### config.mk
export PLATFORM = sky130hd
export DESIGN_NAME = change_dispense_sequencer
export DESIGN_NICKNAME = d
export VERILOG_FILES = /design/src/rtl/vm_pkg.sv /design/src/rtl/tick_timeout.sv /design/src/rtl/change_dispense_sequencer.sv
export SDC_FILE = /design/constraint.sdc
export NUM_CORES = 1
export LEC_CHECK = 0
export ABC_AREA = 1
export BUFFER_PORTS_ARGS = -buffer_cell sky130_fd_sc_hd__buf_2
export CAP_MARGIN = 30
export CORE_MARGIN = 2
export CORE_UTILIZATION = 40
export CTS_CLUSTER_DIAMETER = 60
export DETAILED_ROUTE_END_ITERATION = 6
export HOLD_SLACK_MARGIN = 0.03
export PLACE_DENSITY = 0.71
export SLEW_MARGIN = 5
export SYNTH_ARGS = -nofsm -noshare
export SYNTH_HDL_FRONTEND = slang
export SYNTH_SLANG_ARGS = --single-unit
### constraint.sdc
create_clock -name clk -period 2.59 [get_ports clk]
set_input_delay 0.1295 -clock clk [delete_from_list [all_inputs] [get_ports clk]]
set_output_delay 0.1295 -clock clk [all_outputs]
set_load 0.005 [all_outputs]
### src/rtl/vm_pkg.sv
// Coin values, coin_sel encoding and sequencer state encoding shared by the
// change dispense sequencer and its bench.
package vm_pkg;

   localparam int unsigned Q_VAL = 25;
   localparam int unsigned D_VAL = 10;
   localparam int unsigned N_VAL = 5;

   typedef enum logic [1:0] {
      COIN_NONE    = 2'b00,
      COIN_NICKEL  = 2'b01,
      COIN_DIME    = 2'b10,
      COIN_QUARTER = 2'b11
   } coin_e;

   typedef enum logic [2:0] {
      IDLE,
      SELECT,
      REQ,
      RELEASE,
      DONE,
      FAULT
   } state_e;

endpackage

### src/rtl/tick_timeout.sv
// Clear/enable tick counter with a terminal flag; bounds how long the hopper
// may take to move its acknowledge.
module tick_timeout #(
   parameter int unsigned LIMIT = 255
) (
   input  logic clk,
   input  logic rst_n,
   input  logic clr_i,
   input  logic en_i,
   output logic expired_o
);

   localparam int unsigned CW = $clog2(LIMIT + 1);

   logic [CW-1:0] cnt_q;

   // Saturates at LIMIT so a long stall cannot wrap back below the threshold.
   always_ff @(posedge clk or negedge rst_n) begin
      if (!rst_n) begin
         cnt_q <= '0;
      end else if (clr_i) begin
         cnt_q <= '0;
      end else if (en_i && !expired_o) begin
         cnt_q <= cnt_q + CW'(1);
      end
   end

   assign expired_o = (cnt_q == CW'(LIMIT));

endmodule

### src/rtl/change_dispense_sequencer.sv
// Pays out change greedily (quarter, dime, nickel) over a four-phase hopper
// handshake, falling back to smaller coins when a tube is empty.
module change_dispense_sequencer
   import vm_pkg::*;
#(
   parameter int unsigned AMT_W       = 8,
   parameter int unsigned Q_VAL       = vm_pkg::Q_VAL,
   parameter int unsigned D_VAL       = vm_pkg::D_VAL,
   parameter int unsigned N_VAL       = vm_pkg::N_VAL,
   parameter int unsigned ACK_TIMEOUT = 255
) (
   input  logic             clk,
   input  logic             clr_n,
   input  logic             clk_en,
   input  logic             start,
   input  logic [AMT_W-1:0] change_amt,
   input  logic [2:0]       tube_empty,
   input  logic             hopper_ack,
   input  logic             clear_fault,
   output logic             coin_req,
   output logic [1:0]       coin_sel,
   output logic [AMT_W-1:0] change_left,
   output logic             busy,
   output logic             done,
   output logic             err
);

   localparam logic [AMT_W-1:0] Q_AMT = AMT_W'(Q_VAL);
   localparam logic [AMT_W-1:0] D_AMT = AMT_W'(D_VAL);
   localparam logic [AMT_W-1:0] N_AMT = AMT_W'(N_VAL);

   state_e           state_q, state_d;
   coin_e            sel_q, sel_d;
   logic [AMT_W-1:0] left_q, left_d;

   coin_e            pick;
   logic [AMT_W-1:0] sel_amt;
   logic             amt_bad;
   logic             tmo_clr;
   logic             tmo_en;
   logic             tmo_expired;

   // Amounts that are not whole nickels can never be paid out exactly.
   assign amt_bad = (change_amt % N_AMT) != '0;

   always_comb begin
      pick = COIN_NONE;
      if (!tube_empty[2] && left_q >= Q_AMT) begin
         pick = COIN_QUARTER;
      end else if (!tube_empty[1] && left_q >= D_AMT) begin
         pick = COIN_DIME;
      end else if (!tube_empty[0] && left_q >= N_AMT) begin
         pick = COIN_NICKEL;
      end
   end

   always_comb begin
      unique case (sel_q)
         COIN_QUARTER: sel_amt = Q_AMT;
         COIN_DIME:    sel_amt = D_AMT;
         COIN_NICKEL:  sel_amt = N_AMT;
         default:      sel_amt = '0;
      endcase
   end

   // NOTE: non-blocking assignments so every register updates from pre-edge values.
   always_ff @(posedge clk or negedge clr_n) begin
      if (!clr_n) begin
         state_q <= IDLE;
         sel_q   <= COIN_NONE;
         left_q  <= '0;
      end else begin
         state_q <= state_d;
         sel_q   <= sel_d;
         left_q  <= left_d;
      end
   end

   // NOTE: every output of this block is defaulted first so no path infers a latch.
   always_comb begin
      state_d = state_q;
      sel_d   = sel_q;
      left_d  = left_q;
      tmo_clr = 1'b0;
      unique case (state_q)
         IDLE: begin
            if (start) begin
               left_d  = change_amt;
               state_d = amt_bad ? FAULT : SELECT;
            end
         end
         SELECT: begin
            if (left_q == '0) begin
               state_d = DONE;
            end else if (pick != COIN_NONE) begin
               sel_d   = pick;
               tmo_clr = 1'b1;
               state_d = REQ;
            end else begin
               state_d = FAULT;
            end
         end
         REQ: begin
            if (hopper_ack) begin
               left_d  = left_q - sel_amt;
               tmo_clr = 1'b1;
               state_d = RELEASE;
            end else if (tmo_expired) begin
               state_d = FAULT;
            end
         end
         RELEASE: begin
            if (!hopper_ack) begin
               state_d = SELECT;
            end else if (tmo_expired) begin
               state_d = FAULT;
            end
         end
         DONE: begin
            sel_d   = COIN_NONE;
            state_d = IDLE;
         end
         FAULT: begin
            if (clear_fault) begin
               state_d = IDLE;
            end
         end
         default: state_d = IDLE;
      endcase
   end

   assign tmo_en = clk_en && (state_q == REQ || state_q == RELEASE);

   tick_timeout #(
      .LIMIT (ACK_TIMEOUT)
   ) u_ack_timeout (
      .clk       (clk),
      .rst_n     (clr_n),
      .clr_i     (tmo_clr),
      .en_i      (tmo_en),
      .expired_o (tmo_expired)
   );

   // Moore decode keeps coin_req glitch-free and lets reset drop it at once.
   assign coin_req    = (state_q == REQ);
   assign coin_sel    = (state_q == REQ) ? sel_q : COIN_NONE;
   assign change_left = left_q;
   assign busy        = (state_q != IDLE) && (state_q != FAULT);
   assign done        = (state_q == DONE);
   assign err         = (state_q == FAULT);

endmodule

## Yosys cells after proc, flatten, opt, wreduce, memory -nomap -nowiden

Cells that the tools add are included.

| operators by class | value |
|---|---|
| reduce and logical (&&, ||, !) cells | 22 |
| bitwise operators | 0 |
| divide/modulo/power cells | 1 |
| shift-type cells | 0 |
| multiplexer cells | 26 |
| $mul | 0 |
| equal/unequal tests | 15 |
| $lt $le $gt $ge | 3 |
| add/sub/neg operators | 2 |

Operator list:

| kind | count |
|---|---|
| $mux W8 | 4 |
| $mux W3 | 8 |
| $pmux W8 S2 | 1 |
| $pmux W3 S5 | 1 |
| $pmux W5 S3 | 1 |
| $mux W2 | 5 |
| $ne A2 B2 Y1 const B | 5 |
| $add A8 B1 Y8 const B | 1 |
| $eq A8 B8 Y1 const B | 1 |
| $ge A8 B3 Y1 const B | 1 |
| $ge A8 B4 Y1 const B | 1 |
| $ge A8 B5 Y1 const B | 1 |
| $logic_not A8 Y1 | 1 |
| $mod A8 B3 Y8 const B | 1 |
| $reduce_bool A2 Y1 | 4 |
| $reduce_bool A8 Y1 | 1 |
| $sub A8 B8 Y8 | 1 |
| $eq A3 B2 Y1 const B | 2 |
| $eq A3 B3 Y1 const B | 2 |
| $logic_and A1 B1 Y1 | 6 |
| $reduce_and A3 Y1 | 2 |
| $eq A2 B2 Y1 const B | 2 |
| $logic_not A1 Y1 | 4 |
| $mux W1 | 4 |
| 9 further kinds | 9 |

| word-level totals | value |
|---|---|
| latch bits | 0 |
| memories kept | 0 |
| bits in writable memories | 0 |
| word-level logic and storage cells | 73 |
| bits in read-only memories | 0 |
| register bits after elaboration | 21 |

## Depth between registers and ports, before layout

Gate-level depths: netlist of the first run.

| logic depth | value |
|---|---|
| depth in word-level cells | 10 |
| gate-level depth with buffers | 31 |
| depth with buffers taken out | 31 |

## Cells and area by module

A second synthesis of the first run with hierarchy kept.

| unflattened totals | value |
|---|---|
| cell total of the unflattened synthesis | 314 |
| area total of the unflattened synthesis | 2023.2 um^2 |

By module, submodules not included:

| module | instances | area each (um^2) | cells each | sequential area each (um^2) |
|---|---|---|---|---|
| change_dispense_sequencer | 1 | 1515.2 | 244 | 325.3 |
| tick_timeout | 1 | 508.0 | 70 | 200.2 |

## Worst setup path after synthesis of the first run

No wires, ideal clock.

| timing path | value |
|---|---|
| path kind | input-to-reg |
| start | input change_amt[7] |
| end | register state_q[2] |
| stages on the path | 27 |
| setup time | 0.116 ns |
| setup slack | 0.363 ns |
| arrival | 2.110 ns |
| data required time | 2.474 ns |
| cells stage by stage | inv_1 > nand2_2 > nand4_1 > nand2_1 > a21boi_2 > nand2_4 > nand3_1 > nand2_2 > inv_2 > nand2_4 > nand2_2 > nand2_2 > nand2_1 > inv_1 > ha_1 > inv_1 > nand3_2 > nand2_4 > inv_2 > nor2_4 > nand3_1 > nand2_1 > nand2_1 > nand2_1 > nand2_1 > nand2_1 > nand2_1 |

| on the way | value |
|---|---|
| cells in the longest elaborated chain, start to end | 5 |

Ends and longest elaborated chain:

| what | RTL line | RTL |
|---|---|---|
| start: declaration | change_dispense_sequencer.sv:16 | `input logic [AMT_W-1:0] change_amt,` |
| $mod A8 B3 Y8 | change_dispense_sequencer.sv:44 | `assign amt_bad = (change_amt % N_AMT) != '0;` |
| $reduce_bool A8 Y1 | change_dispense_sequencer.sv:44 |  |
| $mux W3 | change_dispense_sequencer.sv:89 | `state_d = amt_bad ? FAULT : SELECT;` |
| $mux W3 | change_dispense_sequencer.sv:87 | `if (start) begin` |
| $pmux W3 S5 | change_dispense_sequencer.sv:85 | `unique case (state_q)` |
| end signal: assignment | change_dispense_sequencer.sv:73 | `state_q <= state_d;` |
| end: declaration | change_dispense_sequencer.sv:32 | `state_e state_q, state_d;` |

No other way between the ends. The select of a mux whose other input is x is not followed.
A chain may end at the register's enable or synchronous reset.

## Worst setup path after layout of the first run

| timing path | value |
|---|---|
| start | register sel_q[0] |
| end | register left_q[7], in the netlist change_left[7] |

| on the way | value |
|---|---|
| cells in the longest elaborated chain, start to end | 5 |

Ends and longest elaborated chain:

| what | RTL line | RTL |
|---|---|---|
| start: declaration | change_dispense_sequencer.sv:33 | `coin_e sel_q, sel_d;` |
| start signal: assignment | change_dispense_sequencer.sv:74 | `sel_q <= sel_d;` |
| $eq A2 B1 Y1 or $eq A2 B2 Y1 (tied branches) | change_dispense_sequencer.sv:58 | `unique case (sel_q)` |
| $pmux W5 S3 * | change_dispense_sequencer.sv:58 |  |
| $sub A8 B8 Y8 * | change_dispense_sequencer.sv:105 | `left_d = left_q - sel_amt;` |
| $mux W8 * | change_dispense_sequencer.sv:104 | `if (hopper_ack) begin` |
| $pmux W8 S2 * | change_dispense_sequencer.sv:85 |  |
| end signal: assignment | change_dispense_sequencer.sv:75 | `left_q <= left_d;` |
| end: declaration | change_dispense_sequencer.sv:34 | `logic [AMT_W-1:0] left_q, left_d;` |

Mark *: on every way between the ends. The rest lies on a longest branch, timed or not. The select of a mux whose other input is x is not followed.

==> impl_metrics.yaml, run 1 <==
logic_synthesis:
  async_reset_ff_share_pct: 100
  synth.area.top_cells: "dfrtp_1 27%, nand2_1 10%, inv_1 9.3%, nor2_1 7.2%, ha_1 5.2%"
  yosysSeqAreaShare_pct: 27.2
  synth-seq-cells: 21
  synth_top_area_cell: "dfrtp_1"
  yosys_warnings: 0
  yosysUniqueCellTypes: 38
  syn_nets: 316
  synthCells: 290
  synth_edf_count: 0
  syn_avg_cell_area_um2: 6.67
  synth.cell_area_um2: 1930
  synth_top_area_share_pct: 27.2
  synthFlopType: "dfrtp_1"
route:
  num_vias: 1901
  wl_per_cell_um: 11.1
  route.detailed.drc: 0
  drtIter0Drc: 50
  firstDrtPassIters: 4
  ant_nets: 0
  wl_um: 4210
  routed_via_density: 5.00
setup_path:
  worst_setup_path_end_kind: "register"
  startpoint_type: "register"
  cp_max_fo: 6
  crit_required_ps: 2720
  critPathKind: "register to register"
  cp.arrival_ps: 2450
layout:
  final_common_cell: "nand2_1"
  fillCellCount: 475
  syn_to_final_growth_pct: 15.3
  drive_above_1_share_pct: 22.1
  fin_nets: 353
  most-common-layout-cells: "53 x nand2_1, 48 x inv_1, 36 x nor2_1, 30 x buf_2, 21 x dfrtp_1"
  antennaDiodeCount: 0
  design_area_um2: 2230
  fin_util_pct: 47.5
floorplan:
  die_y_um: 73.5
  core_um2: 4690
  fp.dieW_um: 73.5
  ios: 31
  initial_utilization_pct: 41.2
  die_area_um2: 5410
  num_rows: 25
clock_tree:
  htreeDepth: 1
  cts.path.max_buffers: 2
  insertion_delay_ps: 250
  cts_sinks: 21
  root_buffer: "clkbuf_8"
  cts_buffers: 3
  clk_pin_slew_ps: 80
  cts_tree: "yes"
  cts_setup_buffers: 0
sta:
  setup_viol: 0
  hold_viol_final: 0
  clock-skew-final_ps: 2.35
  relSlewSlack_pct: 67.4
  maxSlewViolCount: 0
  tightest_slew_ps: 489
  layout_setup_ws_ps: 272
  finalCriticalPeriod_ps: 2320
  max_freq_ghz: 0.431
  fin_crit_sh_pct: 89.5
  rsz0062_at_grt: "true"
  whs_ps: 147
power:
  p_per_area_nw_per_um2: 985
  ir_worst_vdd_v: 0.000310
  p_leak_nw: 1.19
global_routing:
  met1_usage_pct: 20.4
  top_usage_layer: "met2"
  grt_max_degree: 22
  grt_pass1_wl_um: 7450
  antenna_found_initial: 0
  grt.overflow.total: 0
  grtUsageMet2_pct: 32.2
  grt_pass1_vias: 1822
  grtUsageMet3_pct: 1.92
  gr-usage-all-layers_pct: 17.0
place:
  hpwl_um: 3470
  place_ws_ps: -38.3
  portBuffers: 30
  placed_area_um2: 2170
  place.gp.congestion: 0.826
job:
  drv_cap: 0
outcome:
  status: "finished clean"
hold_path:
  worstHoldPathType: "input pin to register"
-- worst paths after layout --
kind	slack, ps	depth (start not counted)	end	from
max in group asynchronous	1900	2	change_left[5]	clr_n
worst max-delay path	270	12	change_left[7]	sel_q[0]
worst max register to register	270	12	change_left[7]	sel_q[0]
worst min-delay path	150	4	state_q[2]	clear_fault
min in group asynchronous	360	2	u_ack_timeout.cnt_q[7]	clr_n
worst min register to register	520	1	u_ack_timeout.cnt_q[4]	u_ack_timeout.cnt_q[4]
-- per-stage QoR --
step	cells	total power, W	setup TNS [ps]
6_report	380	0.00220	0
3_3_place_gp	375	0.00195	0
4_1_cts	380	0.00220	0
3_5_place_dp	375	0.00198	-38.3
5_1_grt	380	0.00247	-21.7
2_1_floorplan	290	0.00159	0
-- Yosys cell counts (4+ instances only) --
master and number:
nand3_1 16, a31oi_1 4, inv_1 48, dfrtp_1 21, nand2_1 54, xor2_1 4
nand2_2 11, nand4_1 4, nor3_1 6, a21oi_1 11, nand2_4 4, o21ai_0 18
nor2_1 37, inv_2 8, nand3_2 5, ha_1 8, o211ai_1 4
-- layout make-up --
cell class / instances / area [um2] / share of cell area, %
Timing Repair Buffer: 34 / 183 / 8.19
Clock buffer: 4 / 45.0 / 2.02
Sequential cell: 21 / 526 / 23.6
Multi-Input combinational cell: 209 / 1190 / 53.4
Tap cell: 54 / 67.6 / 3.03
Inverter: 58 / 218 / 9.76
-- where the power goes --
part | leakage (nW) | internal (W) | switching (W)
Clock | 0.0228 | 0.000109 | 0.000105
Combinational | 0.904 | 0.000558 | 0.000861
Sequential | 0.268 | 0.000449 | 0.000115
Total | 1.20 | 0.00112 | 0.00108
-- critical path: stages, from the launching register on --
cell      delay, ps
dfrtp_1         460
nor2_1          210
inv_1            70
ha_1            270
nand2_1          60
nor2_1           40
a211oi_1        230
or2_2           170
nand2_1          60
a21oi_2         190
a31oi_1         120
a311oi_1        240
o22ai_1         100
-- what timing repair did --
| item | 4_1_cts | 5_1_grt |
|---|---|---|
| hold endpoints to repair | 21 | 0 |
| gates resized for setup | 0 | 4 |
| setup endpoints to repair | 0 | 3 |
| hold buffers | 1 | 0 |
-- registers in the layout (all words and copies together) (netlist names) --
register	cells
sel_q	2
u_ack_timeout.cnt_q	8
state_q	3
change_left	8
-- layer usage --
metal / share of wire [%] / vias to the layer above / wire length [um]
li1: - / 1011 / -
met3: 2.5 / 2 / 107
met2: 52 / 25 / 2170
met4: 0.40 / 0 / 17
met5: 0 / - / 0
met1: 45 / 863 / 1910
-- logic make-up (layout without fill, tap and decap cells) --
kind of cell | count (synthesis) | in the layout | share of synthesized area [%]
buf+inv | 60 | 96 | 11.6
fa+ha+maj | 9 | 9 | 6.21
compound gates | 51 | 51 | 16.5
xor+xnor | 6 | 6 | 2.72
flops | 21 | 21 | 27.2
simple gates | 143 | 143 | 35.8
Note: power is estimated with default switching activity, not from simulation.
==> inputs of run 2 (changes only) <==
clock period = 2.67 ns   (was 2.59 ns; I/O delays follow)
==> run 2 against run 1 <==
Against the previous run:
- utilization up 0.11 points
- worst hold slack improved by 5.1 ps
- via count is 1.3% lower
- first-iteration DRC count shrank 12%
- clock skew rose by 1.4 ps
- critical path depth is the same
- clock-buffer cell count decreased by 1
- sequential share of layout area fell by 0.053 points
- fmax down 3.2%
- worst setup slack improved by 2.6 ps
- clock power about the same
- flip-flop and latch count unchanged
- highest routed layer unchanged
==> impl_metrics.yaml, run 2 (synthesis results as in run 1) <==
layout:
  drive_above_1_share_pct: 22.8
  fin_nets: 352
  multiInputGateArea_um2: 1200
  final-seq-area_um2: 526
  fillCellCount: 493
  design_area_um2: 2240
  syn_to_final_growth_pct: 15.6
  antennaDiodeCount: 0
  finalNonFillerCells: 379
  final_common_cell: "nand2_1"
  most-common-layout-cells: "53 x nand2_1, 48 x inv_1, 36 x nor2_1, 30 x buf_2, 21 x dfrtp_1"
floorplan:
  ios: 31
  initial_utilization_pct: 41.2
  core_um2: 4690
  num_rows: 25
  fp.dieW_um: 73.5
  die_area_um2: 5410
  die_y_um: 73.5
power:
  p_per_area_nw_per_um2: 963
  p_leak_nw: 1.20
  ir_worst_vdd_v: 0.000326
setup_path:
  worst_setup_path_end_kind: "register"
  startpoint_type: "register"
  r2r-start: "sel_q[0]"
  crit_required_ps: 2810
  crit_path_start: "sel_q[0]"
  cp_max_fo: 6
  critPathKind: "register to register"
  cp.arrival_ps: 2530
sta:
  whs_ps: 152
  relSlewSlack_pct: 67.1
  clock-skew-final_ps: 3.77
  tightest_slew_ps: 494
  rsz0062_at_grt: "false"
  max_freq_ghz: 0.417
  tns_ps: 0
  maxSlewViolCount: 0
  finalCriticalPeriod_ps: 2400
  hold_viol_final: 0
  setup_viol: 0
  fin_crit_sh_pct: 89.7
route:
  wl_met1_um: 2010
  wl_met3_um: 91
  drtIter0Drc: 44
  wl_per_cell_um: 11.1
  wl_um: 4210
  highest_layer: "met4"
  wl_met2_um: 2090
  firstDrtPassIters: 4
  ant_nets: 0
  num_vias: 1876
  routed_via_density: 4.95
  route.detailed.drc: 0
place:
  placed_area_um2: 2160
  place.gp.congestion: 0.844
  portBuffers: 30
  place_inst: 374
  hpwl_um: 3460
clock_tree:
  cts_buffers: 3
  cts.path.max_buffers: 2
  clk_pin_slew_ps: 80
  root_buffer: "clkbuf_8"
  insertion_delay_ps: 260
  cts_tree: "yes"
  htreeDepth: 1
  cts_sinks: 21
global_routing:
  grt_pass1_vias: 1733
  gr-usage-all-layers_pct: 16.7
  grt_pass1_wl_um: 7370
  grt_max_degree: 22
  antenna_found_initial: 0
  grt.overflow.total: 0
hold_path:
  worstHoldPathType: "input pin to register"
  hold_path_startpoint: "clear_fault"
job:
  drv_cap: 0
outcome:
  status: "finished clean"
==> run 2: timing repair <==
action | 4_1_cts | 5_1_grt
hold buffers | 1 | 0
buffers inserted | 0 | 0
hold endpoints to repair | 21 | 0
setup endpoints to repair | 0 | 2
resized for setup | 0 | 5
==> run 2: per-layer routing <==
layer,track usage (%),up-vias
li1,-,1008
met1,21.4,849
met2,30.0,17
met3,2.06,2
met4,3.64,0
met5,0,-
==> run 2: per-stage QoR <==
stage	worst slack, ps	util (%)	power (W)
floorplan	439	-	0.00154
global placement	119	46.0	0.00189
detailed placement	63.4	46.0	0.00192
CTS	189	47.2	0.00214
global route	8.33	47.7	0.00242
finish	275	47.7	0.00215
==> run 2: worst paths after layout <==
kind	depth (start not counted)	slack, ps	end
min in group asynchronous	2	370	u_ack_timeout.cnt_q[0]
worst min-delay path	4	150	state_q[2]
max in group asynchronous	2	1970	change_left[2]
worst min register to register	1	520	u_ack_timeout.cnt_q[4]
worst max register to register	12	270	change_left[7]
worst max-delay path	12	270	change_left[7]
==> run 2: area by class of cell <==
cell class / instances / area share, %
repair buffers: 33 / 7.83
multi-input cells: 209 / 53.8
inverters: 58 / 9.74
flip-flops and latches: 21 / 23.5
clock inverters: 1 / 0.224
clock buffers: 3 / 1.85
well taps: 54 / 3.02
==> run 2: report_power, final <==
part           switching [W]  total [W]  internal, W
clock network       0.000107   0.000211     0.000104
registers           0.000113   0.000548     0.000435
logic               0.000849    0.00139     0.000545
==> run 2: worst max-delay path: stages, from the launching register on <==
cell	delay [ps]
dfrtp_1	470
nor2_1	220
inv_1	70
ha_1	280
nand2_1	60
nor2_1	40
a211oi_1	250
or2_2	180
nand2_1	60
a21oi_2	200
a31oi_1	130
a311oi_2	220
o22ai_1	100
